### config.mk
export PLATFORM = sky130hd
export DESIGN_NAME = hazard_unit_flat
export DESIGN_NICKNAME = d
export VERILOG_FILES = /design/src/rtl/hazard_unit_pkg.sv /design/src/rtl/hazard_unit_if.sv /design/src/rtl/hazard_unit_sat_counter.sv /design/src/rtl/hazard_unit.sv /design/src/flat_wrapper.sv
export SDC_FILE = /design/constraint.sdc
export NUM_CORES = 1
export LEC_CHECK = 0
export CORE_MARGIN = 1
export CORE_UTILIZATION = 48
export CTS_CLUSTER_DIAMETER = 40
export CTS_CLUSTER_SIZE = 20
export DETAILED_ROUTE_END_ITERATION = 7
export GPL_TIMING_DRIVEN = 0
export PLACE_DENSITY_LB_ADDON = 0.12
export SYNTH_ARGS = -nofsm -noshare
export SYNTH_HDL_FRONTEND = slang
export SYNTH_SLANG_ARGS = --single-unit
### constraint.sdc
create_clock -name clk -period 3.65 [get_ports clk]
set_input_delay 0.5475 -clock clk [delete_from_list [all_inputs] [get_ports clk]]
set_output_delay 0.5475 -clock clk [all_outputs]
set_load 0.1 [all_outputs]
### src/rtl/hazard_unit_pkg.sv
// Shared pipeline definitions: forward-select and drain-FSM encodings,
// counter widths and the operand forwarding priority rule.
package hazard_unit_pkg;

   localparam int REG_W  = 4;
   localparam int CNT_W  = 16;
   localparam int PEND_W = 3;

   // The longest legal PC-write drain is four cycles (a load-use stall plus
   // the D, E and M stages), so a fifth PEND cycle means something is wrong.
   localparam logic [PEND_W-1:0] PEND_ERR = 3'd5;
   localparam logic [PEND_W-1:0] PEND_MAX = 3'd7;

   typedef enum logic [1:0] {
      FWD_RF = 2'b00,
      FWD_W  = 2'b01,
      FWD_M  = 2'b10
   } fwdSel_t;

   typedef enum logic [1:0] {
      IDLE = 2'b00,
      PEND = 2'b01,
      WB   = 2'b10
   } drainState_t;

   // The M stage holds the younger result, so it wins over W.
   function automatic fwdSel_t fwdSelect(
      input logic [REG_W-1:0] ra,
      input logic [REG_W-1:0] waM,
      input logic [REG_W-1:0] waW,
      input logic             wrM,
      input logic             wrW,
      input logic             allow
   );
      if (allow && wrM && (ra == waM)) return FWD_M;
      if (allow && wrW && (ra == waW)) return FWD_W;
      return FWD_RF;
   endfunction

endpackage

### src/rtl/hazard_unit_if.sv
// Pipeline <-> hazard unit signal bundle. The pipeline is the master: it
// drives register addresses and stage qualifiers and consumes the
// forward/stall/flush controls and the performance state.
interface hazard_unit_if;
   import hazard_unit_pkg::*;

   logic [REG_W-1:0] RA1D, RA2D;
   logic [REG_W-1:0] RA1E, RA2E;
   logic [REG_W-1:0] WA3E, WA3M, WA3W;
   logic             RegWriteM, RegWriteW;
   logic             MemtoRegE;
   logic             IgRnE;
   logic             PCSrcD, PCSrcE, PCSrcM, PCSrcW;
   logic             BranchTakenE;
   logic             CntClr;

   logic [1:0]       ForwardAE, ForwardBE;
   logic             StallF, StallD;
   logic             FlushD, FlushE;
   logic [CNT_W-1:0] StallCnt, FlushCnt;
   logic             PcwErr;

   modport master (
      output RA1D, RA2D, RA1E, RA2E, WA3E, WA3M, WA3W,
      output RegWriteM, RegWriteW, MemtoRegE, IgRnE,
      output PCSrcD, PCSrcE, PCSrcM, PCSrcW, BranchTakenE, CntClr,
      input  ForwardAE, ForwardBE, StallF, StallD, FlushD, FlushE,
      input  StallCnt, FlushCnt, PcwErr
   );

   modport slave (
      input  RA1D, RA2D, RA1E, RA2E, WA3E, WA3M, WA3W,
      input  RegWriteM, RegWriteW, MemtoRegE, IgRnE,
      input  PCSrcD, PCSrcE, PCSrcM, PCSrcW, BranchTakenE, CntClr,
      output ForwardAE, ForwardBE, StallF, StallD, FlushD, FlushE,
      output StallCnt, FlushCnt, PcwErr
   );

endinterface

### src/rtl/hazard_unit_sat_counter.sv
// Up-counter that sticks at all-ones instead of wrapping. Clear beats
// increment; reset beats clear.
module sat_counter #(
   parameter int W = 16
) (
   input  logic         clk,
   input  logic         reset,
   input  logic         en,
   input  logic         clr,
   output logic [W-1:0] count
);

   // count enabled cycles, holding at the top value
   always_ff @(posedge clk) begin
      if (!reset) begin
         count <= '0;
      end else if (clr) begin
         count <= '0;
      end else if (en && (count != {W{1'b1}})) begin
         count <= count + W'(1);
      end
   end

endmodule

### src/rtl/hazard_unit.sv
// Pipeline hazard unit: operand forwarding, load-use stall, PC-write drain
// control, a watchdog on overlong drains and stall/flush event counters.
//
// Drain FSM
//   state | meaning
//   IDLE  | no PC-writing instruction in D/E/M
//   PEND  | PC write travelling through D/E/M; fetch held
//   WB    | PC write retiring in W this cycle
module hazard_unit
   import hazard_unit_pkg::*;
(
   input logic          clk,
   input logic          reset,
   hazard_unit_if.slave hz
);

   logic              ldStall;
   logic              pcPend;
   logic              stallF, stallD, flushD, flushE;
   fwdSel_t           fwdA, fwdB;
   drainState_t       stateQ, stateNext;
   logic              inPend, enterPend;
   logic [PEND_W-1:0] pendCnt, pendCntNext;
   logic              pcwErr;

   // raw hazard conditions from the current stage contents
   always_comb begin
      ldStall = hz.MemtoRegE & ((hz.RA1D == hz.WA3E) | (hz.RA2D == hz.WA3E));
      pcPend  = hz.PCSrcD | hz.PCSrcE | hz.PCSrcM;
   end

   // forward selects and stall/flush controls; reset holds the pipe flushed
   always_comb begin
      fwdA   = FWD_RF;
      fwdB   = FWD_RF;
      stallF = 1'b0;
      stallD = 1'b0;
      flushD = 1'b1;
      flushE = 1'b1;
      if (reset) begin
         fwdA   = fwdSelect(hz.RA1E, hz.WA3M, hz.WA3W, hz.RegWriteM, hz.RegWriteW, ~hz.IgRnE);
         fwdB   = fwdSelect(hz.RA2E, hz.WA3M, hz.WA3W, hz.RegWriteM, hz.RegWriteW, 1'b1);
         stallF = ldStall | pcPend;
         stallD = ldStall;
         flushD = pcPend | hz.PCSrcW | hz.BranchTakenE;
         flushE = ldStall | hz.BranchTakenE;
      end
   end

   // drive the bundle
   always_comb begin
      hz.ForwardAE = fwdA;
      hz.ForwardBE = fwdB;
      hz.StallF    = stallF;
      hz.StallD    = stallD;
      hz.FlushD    = flushD;
      hz.FlushE    = flushE;
      hz.PcwErr    = pcwErr;
   end

   // drain FSM state register
   always_ff @(posedge clk) begin
      if (!reset) begin
         stateQ <= IDLE;
      end else begin
         stateQ <= stateNext;
      end
   end

   // drain FSM next state; a PEND that ends without PCSrcW was squashed
   always_comb begin
      stateNext = stateQ;
      case (stateQ)
         IDLE:    stateNext = pcPend ? PEND : IDLE;
         PEND: begin
            if (pcPend) begin
               stateNext = PEND;
            end else if (hz.PCSrcW) begin
               stateNext = WB;
            end else begin
               stateNext = IDLE;
            end
         end
         WB:      stateNext = pcPend ? PEND : IDLE;
         default: stateNext = IDLE;
      endcase
   end

   // drain FSM outputs
   always_comb begin
      inPend    = (stateQ == PEND);
      enterPend = (stateNext == PEND);
   end

   // length of the current PEND run, including the cycle about to start
   always_comb begin
      pendCntNext = '0;
      if (enterPend) begin
         if (!inPend) begin
            pendCntNext = 3'd1;
         end else if (pendCnt == PEND_MAX) begin
            pendCntNext = PEND_MAX;
         end else begin
            pendCntNext = pendCnt + 3'd1;
         end
      end
   end

   // PEND run length register
   always_ff @(posedge clk) begin
      if (!reset) begin
         pendCnt <= '0;
      end else if (hz.CntClr) begin
         pendCnt <= '0;
      end else begin
         pendCnt <= pendCntNext;
      end
   end

   // sticky drain-overrun flag, raised on entering the fifth PEND cycle
   always_ff @(posedge clk) begin
      if (!reset) begin
         pcwErr <= 1'b0;
      end else if (hz.CntClr) begin
         pcwErr <= 1'b0;
      end else if (pendCntNext == PEND_ERR) begin
         pcwErr <= 1'b1;
      end
   end

   sat_counter #(.W(CNT_W)) u_stallCnt (
      .clk   (clk),
      .reset (reset),
      .en    (stallF),
      .clr   (hz.CntClr),
      .count (hz.StallCnt)
   );

   sat_counter #(.W(CNT_W)) u_flushCnt (
      .clk   (clk),
      .reset (reset),
      .en    (flushE),
      .clr   (hz.CntClr),
      .count (hz.FlushCnt)
   );

endmodule
### src/flat_wrapper.sv
// flat-port wrapper written by rule: the top's interface ports become plain ports
module hazard_unit_flat import hazard_unit_pkg::*;
  (clk, reset, hz_RA1D, hz_RA2D, hz_RA1E, hz_RA2E, hz_WA3E, hz_WA3M, hz_WA3W, hz_RegWriteM, hz_RegWriteW, hz_MemtoRegE, hz_IgRnE, hz_PCSrcD, hz_PCSrcE, hz_PCSrcM, hz_PCSrcW, hz_BranchTakenE, hz_CntClr, hz_ForwardAE, hz_ForwardBE, hz_StallF, hz_StallD, hz_FlushD, hz_FlushE, hz_StallCnt, hz_FlushCnt, hz_PcwErr);
  hazard_unit_if hz_i ();
  input logic clk;
  input logic reset;
  input wire logic [$bits(hz_i.RA1D)-1:0] hz_RA1D;
  input wire logic [$bits(hz_i.RA2D)-1:0] hz_RA2D;
  input wire logic [$bits(hz_i.RA1E)-1:0] hz_RA1E;
  input wire logic [$bits(hz_i.RA2E)-1:0] hz_RA2E;
  input wire logic [$bits(hz_i.WA3E)-1:0] hz_WA3E;
  input wire logic [$bits(hz_i.WA3M)-1:0] hz_WA3M;
  input wire logic [$bits(hz_i.WA3W)-1:0] hz_WA3W;
  input wire logic [$bits(hz_i.RegWriteM)-1:0] hz_RegWriteM;
  input wire logic [$bits(hz_i.RegWriteW)-1:0] hz_RegWriteW;
  input wire logic [$bits(hz_i.MemtoRegE)-1:0] hz_MemtoRegE;
  input wire logic [$bits(hz_i.IgRnE)-1:0] hz_IgRnE;
  input wire logic [$bits(hz_i.PCSrcD)-1:0] hz_PCSrcD;
  input wire logic [$bits(hz_i.PCSrcE)-1:0] hz_PCSrcE;
  input wire logic [$bits(hz_i.PCSrcM)-1:0] hz_PCSrcM;
  input wire logic [$bits(hz_i.PCSrcW)-1:0] hz_PCSrcW;
  input wire logic [$bits(hz_i.BranchTakenE)-1:0] hz_BranchTakenE;
  input wire logic [$bits(hz_i.CntClr)-1:0] hz_CntClr;
  output wire logic [$bits(hz_i.ForwardAE)-1:0] hz_ForwardAE;
  output wire logic [$bits(hz_i.ForwardBE)-1:0] hz_ForwardBE;
  output wire logic [$bits(hz_i.StallF)-1:0] hz_StallF;
  output wire logic [$bits(hz_i.StallD)-1:0] hz_StallD;
  output wire logic [$bits(hz_i.FlushD)-1:0] hz_FlushD;
  output wire logic [$bits(hz_i.FlushE)-1:0] hz_FlushE;
  output wire logic [$bits(hz_i.StallCnt)-1:0] hz_StallCnt;
  output wire logic [$bits(hz_i.FlushCnt)-1:0] hz_FlushCnt;
  output wire logic [$bits(hz_i.PcwErr)-1:0] hz_PcwErr;
  assign hz_i.RA1D = hz_RA1D;
  assign hz_i.RA2D = hz_RA2D;
  assign hz_i.RA1E = hz_RA1E;
  assign hz_i.RA2E = hz_RA2E;
  assign hz_i.WA3E = hz_WA3E;
  assign hz_i.WA3M = hz_WA3M;
  assign hz_i.WA3W = hz_WA3W;
  assign hz_i.RegWriteM = hz_RegWriteM;
  assign hz_i.RegWriteW = hz_RegWriteW;
  assign hz_i.MemtoRegE = hz_MemtoRegE;
  assign hz_i.IgRnE = hz_IgRnE;
  assign hz_i.PCSrcD = hz_PCSrcD;
  assign hz_i.PCSrcE = hz_PCSrcE;
  assign hz_i.PCSrcM = hz_PCSrcM;
  assign hz_i.PCSrcW = hz_PCSrcW;
  assign hz_i.BranchTakenE = hz_BranchTakenE;
  assign hz_i.CntClr = hz_CntClr;
  assign hz_ForwardAE = hz_i.ForwardAE;
  assign hz_ForwardBE = hz_i.ForwardBE;
  assign hz_StallF = hz_i.StallF;
  assign hz_StallD = hz_i.StallD;
  assign hz_FlushD = hz_i.FlushD;
  assign hz_FlushE = hz_i.FlushE;
  assign hz_StallCnt = hz_i.StallCnt;
  assign hz_FlushCnt = hz_i.FlushCnt;
  assign hz_PcwErr = hz_i.PcwErr;
  hazard_unit u_core (.clk(clk), .reset(reset), .hz(hz_i));
endmodule
### After elaboration in Yosys (flattened, before gate mapping)

Cells that the tools add are included.

| word-level totals | value |
|---|---|
| output and inout bits | 41 |
| bits in registers | 38 |
| input port bits | 40 |
| word-level logic and storage cells | 73 |

| cells by class | value |
|---|---|
| reductions and logical operators | 11 |
| bitwise logic cells | 10 |
| add/sub/neg operators | 3 |
| mux-type cells | 31 |
| equal/unequal tests | 13 |

Operators with widths:

| kind | number |
|---|---|
| $add 16x1->16 const B | 2 |
| $ne 16x16->1 const B | 2 |
| $eq 4x4->1 | 6 |
| $mux 2 | 12 |
| $mux 1 | 15 |
| $mux 3 | 3 |
| $logic_and 1x1->1 | 8 |
| $or 1x1->1 | 7 |
| $eq 3x3->1 const B | 2 |
| $eq 2x1->1 const B | 2 |
| $pmux 2 s2 | 1 |
| $reduce_or 2->1 | 2 |
| $add 3x1->3 const B | 1 |
| $eq 2x2->1 const B | 1 |
| $logic_not 2->1 | 1 |
| $not 1->1 | 2 |
| $and 1x1->1 | 1 |

### Longest topological paths before layout

Gate-level depths: netlist (run 1).

| depth | value |
|---|---|
| depth after elaboration | 10 |
| mapped depth | 8 |
| gate-level depth less buffers | 7 |

### Modules after synthesis

Synthesis (run 1) repeated with hierarchy kept, for this count alone.

| second synthesis, totals | value |
|---|---|
| cell total of the unflattened synthesis | 255 |
| area, all modules | 2317.2 µm² |

Modules (own cells, without submodules):

| module | area an instance (µm²) | times used | seq. area each (µm²) | cells an instance |
|---|---|---|---|---|
| sat_counter | 864.6 | 2 | 320.3 | 91 |
| hazard_unit | 588.1 | 1 | 120.1 | 73 |

### Worst setup path after synthesis (run 1)

OpenSTA, ideal clock, no wires.

| timing path | value |
|---|---|
| path type | input to output |
| from | in hz_WA3M[3] |
| to | out hz_ForwardAE[0] |
| data required time | 3.102 ns |
| setup slack | -0.581 ns |
| arrival | 3.684 ns |
| cell stages on the path | 4 |
| path buffers | 0 |
| cell sequence | xnor2_1 -> nand3_1 -> nor4b_1 -> nor4_1 |

| between the ends | value |
|---|---|
| longest elaborated chain between the ends | 6 |

Ends and longest elaborated chain:

| what | RTL line | RTL |
|---|---|---|
| from (decl) | flat_wrapper.sv:12 | `input wire logic [$bits(hz_i.WA3M)-1:0] hz_WA3M;` |
| $eq 4x4->1 | hazard_unit_pkg.sv:35 | `if (allow && wrM && (ra == waM)) return FWD_M;` |
| $logic_and 1x1->1 | hazard_unit_pkg.sv:35 |  |
| $mux 1 | hazard_unit_pkg.sv:35 |  |
| $mux 1 | hazard_unit.sv:40 | `if (reset) begin` |
| $mux 2 | hazard_unit_pkg.sv:36 | `if (allow && wrW && (ra == waW)) return FWD_W;` |
| $mux 2 | hazard_unit.sv:40 |  |
| to (decl) | flat_wrapper.sv:24 | `output wire logic [$bits(hz_i.ForwardAE)-1:0] hz_ForwardAE;` |

Every way passes these cells. The select of a mux whose other input is x is not followed.

### Worst setup path in the final report (run 1)

| timing path | value |
|---|---|
| from | in hz_WA3E[0] |
| to | out hz_StallF |

| between the ends | value |
|---|---|
| longest elaborated chain between the ends | 5 |
| elaborated cells between the ends (all ways) | 6 |
| classes of those cells | eq/ne: 2; mux: 1; bitwise: 3 |

Ends and longest elaborated chain:

| what | RTL line | RTL |
|---|---|---|
| from (decl) | flat_wrapper.sv:11 | `input wire logic [$bits(hz_i.WA3E)-1:0] hz_WA3E;` |
| $eq 4x4->1 | hazard_unit.sv:28 | `ldStall = hz.MemtoRegE & ((hz.RA1D == hz.WA3E) \| (hz.RA2D == hz.WA3E));` |
| $or 1x1->1 (*) | hazard_unit.sv:28 |  |
| $and 1x1->1 (*) | hazard_unit.sv:28 |  |
| $or 1x1->1 (*) | hazard_unit.sv:43 | `stallF = ldStall \| pcPend;` |
| $mux 1 (*) | hazard_unit.sv:40 |  |
| to (decl) | flat_wrapper.sv:26 | `output wire logic [$bits(hz_i.StallF)-1:0] hz_StallF;` |

Every way passes the cells marked *; elsewhere a longest branch is shown, timed or not.

==> PnR_summary.wiki, run 1 <==
{| class="wikitable"
! Metric !! Value
|-
| Number of DRC violations after detailed-routing iteration 0 || 167
|-
| Worst path setup slack after routing || 0.242 ns
|-
| Port Buffer Count || 80
|-
| Area leader, netlist || dfxtp_1
|-
| Synth area leaders || dfxtp_1 34%, xnor2_1 11%, nor2_1 5.2%, nand3_1 3.8%, nand2_1 3.4%
|-
| Post-synthesis register bit count || 38
|-
| Antenna Cells || 0
|-
| Starting density of the core || 0.507
|-
| Deepest clock path buffer count || 2
|-
| Slew @ Worst Pin || 0.990 ns
|-
| Number of violations of the max-capacitance limit || 0
|-
| CTS HTree Levels || 2
|-
| Total setup violations reported at the end of the flow || 0
|-
| Post-layout instance area || 3210 µm²
|-
| Mean routed wirelength per cell || 14.6 µm
|-
| Worst-case headroom to the max-slew limit || 0.339
|-
| Outcome || finished, final reports clean
|-
| Post-synthesis average cell area || 8.38 µm²
|-
| Main flop type after synthesis || dfxtp_1
|-
| Share of the clock period used by the worst path || 0.934
|-
| Leakage power total || 1.11 nW
|-
| Area share of the leading cell type in the synthesized netlist || 0.340
|-
| CTS tree || yes
|-
| Remaining Overflow, GRT || 0
|-
| Die height || 70.3 µm
|-
| Placement Rows || 24
|-
| Detailed-route via count || 2,319
|-
| Final non-filler cell total || 407
|-
| Final worst clock skew || 0.00618 ns
|-
| Worst setup SP type || primary input
|-
| Sequential cell area || 761 µm²
|-
| Vias per cell || 5.70
|-
| Clock latency reported for the late side of the worst-skew pair || 0.29 ns
|-
| Mapped cell area || 2240 µm²
|-
| Synthesized netlist net count || 310
|-
| DIE WIDTH || 70.3 µm
|-
| Number of antenna violations at the first check in global routing || 0
|-
| Share of synthesized area occupied by flip-flops and latches || 0.340
|-
| Multi-input gate area in the final layout || 1420 µm²
|-
| Synth-to-layout area growth || 43.3%
|-
| Clock-pin slew of the registers on the worst-case setup and hold paths || 0.08 ns
|-
| Fin crit period || 3.41 ns
|-
| Maximum clock frequency || 293 MHz
|-
| Count leader, synth || dfxtp_1
|-
| Final-layout fill cell count || 371
|-
| Number of placed instances with taps included || 399
|-
| Max FO, Critical Path || 6
|-
| Root Buffer Master || clkbuf_8
|-
| Clock sinks || 38
|-
| Cell count after synthesis || 267
|-
| Fraction of final layout cells sized beyond drive strength 1 || 0.0761
|-
| Hold Crit Class || reg -> reg
|-
| Fin util || 0.726
|-
| Final max-slew violation count || 0
|-
| CTS buffer count || 5
|-
| Leading post-synthesis cells by instance count || 38 x dfxtp_1, 31 x nor2_1, 29 x xnor2_1, 20 x nand2_1, 17 x nand3_1
|-
| First-pass GRT wire length || 10.1 mm
|-
| Number of nets in the layout || 397
|-
| Final RePlAce weighted congestion || 0.869
|-
| Sum of negative setup slack || 0 ns
|-
| Worst IR drop on VDD || 235 µV
|-
| Number of unique standard cell types used by synthesis || 48
|-
| Pin count of the biggest net entering global routing || 12
|-
| Worst slack on hold paths || 0.484 ns
|-
| Post-CTS Hold Buffers || 0
|-
| Setup Crit Path Kind || in -> out
|-
| Kind of end point of the critical path || output port
|-
| Power Density || 278 nW/µm²
|-
| WL final || 5.94 mm
|-
| Number of endpoints with negative hold slack in the final report || 0
|-
| Detailed-placement wirelength estimate || 4.45 mm
|-
| Count of boundary I/O pins || 81
|-
| Setup Slack @ Placement || -0.0340 ns
|-
| Fraction of synthesis flops using an asynchronous set or reset pin || 0
|-
| Std-Cell Core Area || 4410 µm²
|-
| Syn. warnings || 0
|-
| Number of enable flip-flop cells after synthesis || 0
|-
| Die footprint || 4940 µm²
|-
| Instance area after placement || 3110 µm²
|-
| Critical path required time || 3.10 ns
|-
| Post-detailed-route count of antenna-violating nets || 0
|-
| Residual DRC || 0
|-
| Pre-antenna DRT Iters || 5
|-
| Post-layout total power || 893 µW
|-
| Worst path arrival time || 2.86 ns
|-
| Total track usage || 0.251
|-
| RSZ-0062 raised after global routing || no
|-
| Vias in the first global route || 2,240
|}
## layer usage
metal	global-route usage	vias to the layer above	routed length [µm]
met5	0	-	0
met4	0.0867	0	100
met3	0.0433	13	319
met2	0.440	85	2830
li1	-	1145	-
met1	0.306	1076	2690
## flip-flops by register name, summed over array words and instances, names as in the netlist
name	cells
u_core.u_flushCnt.count	16
u_core.hz.PcwErr	1
u_core.stateQ	2
u_core.u_stallCnt.count	16
u_core.pendCnt	3
## layout by cell type (no fill, tap or decap), types with 3 or more instances in the layout
master           netlist  routed
a211oi_1               8       8
a21oi_1                7       7
a31oi_1                5       5
a41o_1                 3       3
and3_1                 9       9
clkbuf_1               5       6
clkbuf_8               0       6
clkdlybuf4s50_1        0      76
dfxtp_1               38      38
dlymetal6s2s_1         0       3
ha_1                   3       3
inv_1                  6       6
nand2_1               20      20
nand3_1               17      17
nand4_1                6       6
nor2_1                31      31
nor3_1                 5       5
o211ai_1               5       5
o21ai_0                8       8
o31ai_1                4       4
or2_2                  5       5
or3_1                  7       7
xnor2_1               29      29
xor2_1                 7       7
## worst max-delay path, cell delays in order
cell and delay [ns]:
clkdlybuf4s50_1 0.51, xnor2_1 0.14, nand4_1 0.17, a21bo_2 0.30
a21oi_2 0.30, dlygate4sd2_1 0.90
## report_power, final
part	total, mW	switching [mW]	leakage [nW]	internal, mW
sequential	0.422	0.00381	0.307	0.418
clock	0.301	0.149	0.0482	0.152
combinational	0.170	0.0934	0.754	0.0762
## cells by family (layout without fill, tap and decap cells)
| group | Yosys count | after routing | share of synthesized area |
|---|---|---|---|
| multiplexers | 2 | 2 | 0.00895 |
| adder cells (fa/ha/maj) | 3 | 3 | 0.0168 |
| XOR/XNOR | 36 | 36 | 0.141 |
| flip-flops | 38 | 38 | 0.340 |
| buffers and inverters | 15 | 103 | 0.0296 |
| AO/OA/AOI/OAI | 59 | 59 | 0.208 |
| AND/OR/NAND/NOR | 114 | 114 | 0.256 |
## layout make-up
cell class / instances / share of cell area
flip-flops and latches: 38 / 0.237
clock buffers: 7 / 0.0269
multi-input cells: 214 / 0.442
repair buffers: 80 / 0.252
plain buffers: 9 / 0.0137
inverters: 6 / 0.00702
clock inverters: 1 / 0.00156
well taps: 52 / 0.0203
## repair_timing
action,4_1_cts,5_1_grt
resized for setup,1,3
setup endpoints to repair,1,3
setup buffers,0,0
## path summary, 6_finish.rpt
| kind | startpoint | to | slack [ns] | cells past startpoint |
|---|---|---|---|---|
| setup / recovery | hz_WA3E[0] | hz_StallF | 0.24 | 6 |
| hold / removal | u_core.stateQ[0]$_SDFF_PN0_ | u_core.stateQ[0]$_SDFF_PN0_ | 0.48 | 1 |
| setup reg to reg | u_core.u_flushCnt.count[3]$_SDFFE_PP0P_ | u_core.u_flushCnt.count[2]$_SDFFE_PP0P_ | 1.67 | 6 |
| hold reg to reg | u_core.stateQ[0]$_SDFF_PN0_ | u_core.stateQ[0]$_SDFF_PN0_ | 0.48 | 1 |
(Power assumes the default switching activity.)
==> run 2, diff against run 1 <==
CELL_PAD_IN_SITES_DETAIL_PLACEMENT = 0   (was unset)
CELL_PAD_IN_SITES_GLOBAL_PLACEMENT = 1   (was unset)
CORE_UTILIZATION = 35   (was 48)
==> PnR_summary.wiki, run 2 (synthesized netlist as in run 1, its figures left out) <==
{| class="wikitable"
! Metric !! Value
|-
| Deepest clock path buffer count || 2
|-
| Total setup violations reported at the end of the flow || 0
|-
| Maximum clock frequency || 293 MHz
|-
| Register-to-register setup slack || 1.64 ns
|-
| Number of cells on the worst hold path || 1
|-
| Number of DRC violations after detailed-routing iteration 0 || 114
|-
| Clock sinks || 38
|-
| Share of the clock period used by the worst path || 0.934
|-
| CTS buffer count || 5
|-
| CTS HTree Levels || 2
|-
| Root Buffer Master || clkbuf_8
|-
| Count of boundary I/O pins || 81
|-
| Mean routed wirelength per cell || 14.6 µm
|-
| Post-detailed-route count of antenna-violating nets || 0
|-
| Worst slack on hold paths || 0.472 ns
|-
| Detailed-placement wirelength estimate || 4.66 mm
|-
| Detailed-route via count || 2,289
|-
| RSZ-0062 raised after global routing || no
|-
| Placement Rows || 28
|-
| Fraction of final layout cells sized beyond drive strength 1 || 0.0761
|-
| Setup Crit Path Kind || in -> out
|-
| Most common library cell in the layout ignoring fill and taps || clkdlybuf4s50_1
|-
| Pin count of the biggest net entering global routing || 12
|-
| Vias per cell || 5.32
|-
| Worst path setup slack after routing || 0.239 ns
|-
| Starting density of the core || 0.371
|-
| Worst path arrival time || 2.86 ns
|-
| Fin crit period || 3.41 ns
|-
| Highest-count cells in the layout ignoring fill and taps || 76 x clkdlybuf4s50_1, 38 x dfxtp_1, 31 x nor2_1
|-
| CTS tree || yes
|-
| Die height || 82.0 µm
|-
| Hold Crit Class || reg -> reg
|-
| Worst R2R Start || u_core.u_stallCnt.count[0]$_SDFFE_PP0P_
|-
| Total track usage || 0.191
|-
| Clock-pin slew of the registers on the worst-case setup and hold paths || 0.08 ns
|-
| Final-layout fill cell count || 607
|-
| Leakage power total || 1.11 nW
|-
| Number of antenna violations at the first check in global routing || 0
|-
| DIE WIDTH || 82.0 µm
|-
| Critical path required time || 3.10 ns
|-
| Largest registers || u_core.u_flushCnt.count x16, u_core.u_stallCnt.count x16, u_core.pendCnt x3
|-
| Critical register-to-register path endpoint || u_core.u_stallCnt.count[7]$_SDFFE_PP0P_
|-
| Antenna Cells || 0
|-
| Vias in the first global route || 2,087
|-
| Remaining Overflow, GRT || 0
|-
| Max FO, Critical Path || 2
|-
| Synth-to-layout area growth || 44.6%
|-
| Clock latency reported for the late side of the worst-skew pair || 0.29 ns
|-
| Number of endpoints with negative hold slack in the final report || 0
|-
| First-pass GRT wire length || 9.80 mm
|-
| Final RePlAce weighted congestion || 0.798
|-
| Sequential cell area || 761 µm²
|-
| Hold EP || u_core.stateQ[0]$_SDFF_PN0_
|-
| Worst setup SP type || primary input
|-
| Outcome || finished, final reports clean
|-
| Setup Slack @ Placement || -0.0546 ns
|-
| Worst hold start || u_core.stateQ[0]$_SDFF_PN0_
|-
| Port Buffer Count || 80
|-
| Number of nets in the layout || 397
|-
| Std-Cell Core Area || 6030 µm²
|-
| Pre-antenna DRT Iters || 4
|-
| Multi-input gate area in the final layout || 1420 µm²
|-
| Slew @ Worst Pin || 0.985 ns
|-
| Worst IR drop on VDD || 217 µV
|-
| Residual DRC || 0
|-
| Final max-slew violation count || 0
|-
| Final worst clock skew || 0.00850 ns
|-
| Die footprint || 6720 µm²
|-
| WL final || 6.26 mm
|-
| Power Density || 277 nW/µm²
|-
| Number of violations of the max-capacitance limit || 0
|-
| Kind of end point of the critical path || output port
|-
| Worst-case headroom to the max-slew limit || 0.341
|-
| Worst r2r path cells || 6
|}
[run 2: cell counts in the layout (fill, tap and decap cells not counted)]
No cell type changed its count.
[run 2: final cells by class]
cell class | count | share of cell area
flip-flops and latches | 38 | 0.235
plain buffers | 9 | 0.0135
clock inverters | 1 | 0.00155
repair buffers | 80 | 0.249
well taps | 75 | 0.0290
clock buffers | 7 | 0.0267
inverters | 6 | 0.00696
multi-input cells | 214 | 0.438
[run 2: where the power goes]
group / switching [mW] / internal, mW
logic: 0.0940 / 0.0762
registers: 0.00384 / 0.418
clock network: 0.152 / 0.153
total: 0.250 / 0.647
[run 2: metrics by stage]
stage | std cells | instance area (µm²) | setup TNS, ns | util | power (mW)
3_3_place_gp | 422 | 3140 | -0.0403 | 0.521 | 0.602
4_1_cts | 430 | 3230 | 0 | 0.536 | 0.908
6_report | 430 | 3240 | 0 | 0.537 | 0.896
3_5_place_dp | 422 | 3140 | -0.0546 | 0.521 | 0.603
5_1_grt | 430 | 3240 | 0 | 0.537 | 0.936
2_1_floorplan | 267 | 2240 | 0 | - | 0.526
[run 2: what timing repair did]
| action | 4_1_cts | 5_1_grt |
|---|---|---|
| setup buffers | 0 | 0 |
| resized for setup | 1 | 3 |
| hold buffers | 0 | 0 |
| endpoints found under the setup margin | 1 | 3 |
[run 2: metal layers]
metal  track usage  wire [µm]  part of all wire
met1         0.242       3020              0.48
met2         0.324       2740              0.44
met4        0.0456         53            0.0085
met5             0          0                 0
met3        0.0433        451             0.072
[run 2: how the worst max path moves through the flow]
stage | cells after the start | slack [ns] | from | endpoint
2_1_floorplan | 3 | 0.26 | reset | hz_ForwardBE[0]
3_3_place_gp | 6 | -0.04 | hz_WA3E[2] | hz_StallF
3_5_place_dp | 6 | -0.05 | hz_WA3E[3] | hz_StallF
4_1_cts | 7 | 0.01 | hz_WA3E[2] | hz_FlushE
5_1_grt | 6 | 0.14 | hz_WA3E[3] | hz_StallF
6_report | 5 | 0.24 | hz_WA3M[2] | hz_ForwardBE[1]
[run 2: worst max-delay path: stages]
cell             delay (ns)
clkdlybuf4s50_1        0.45
xor2_1                 0.19
nor4_1                 0.37
and2_1                 0.17
clkdlybuf4s50_1        1.13
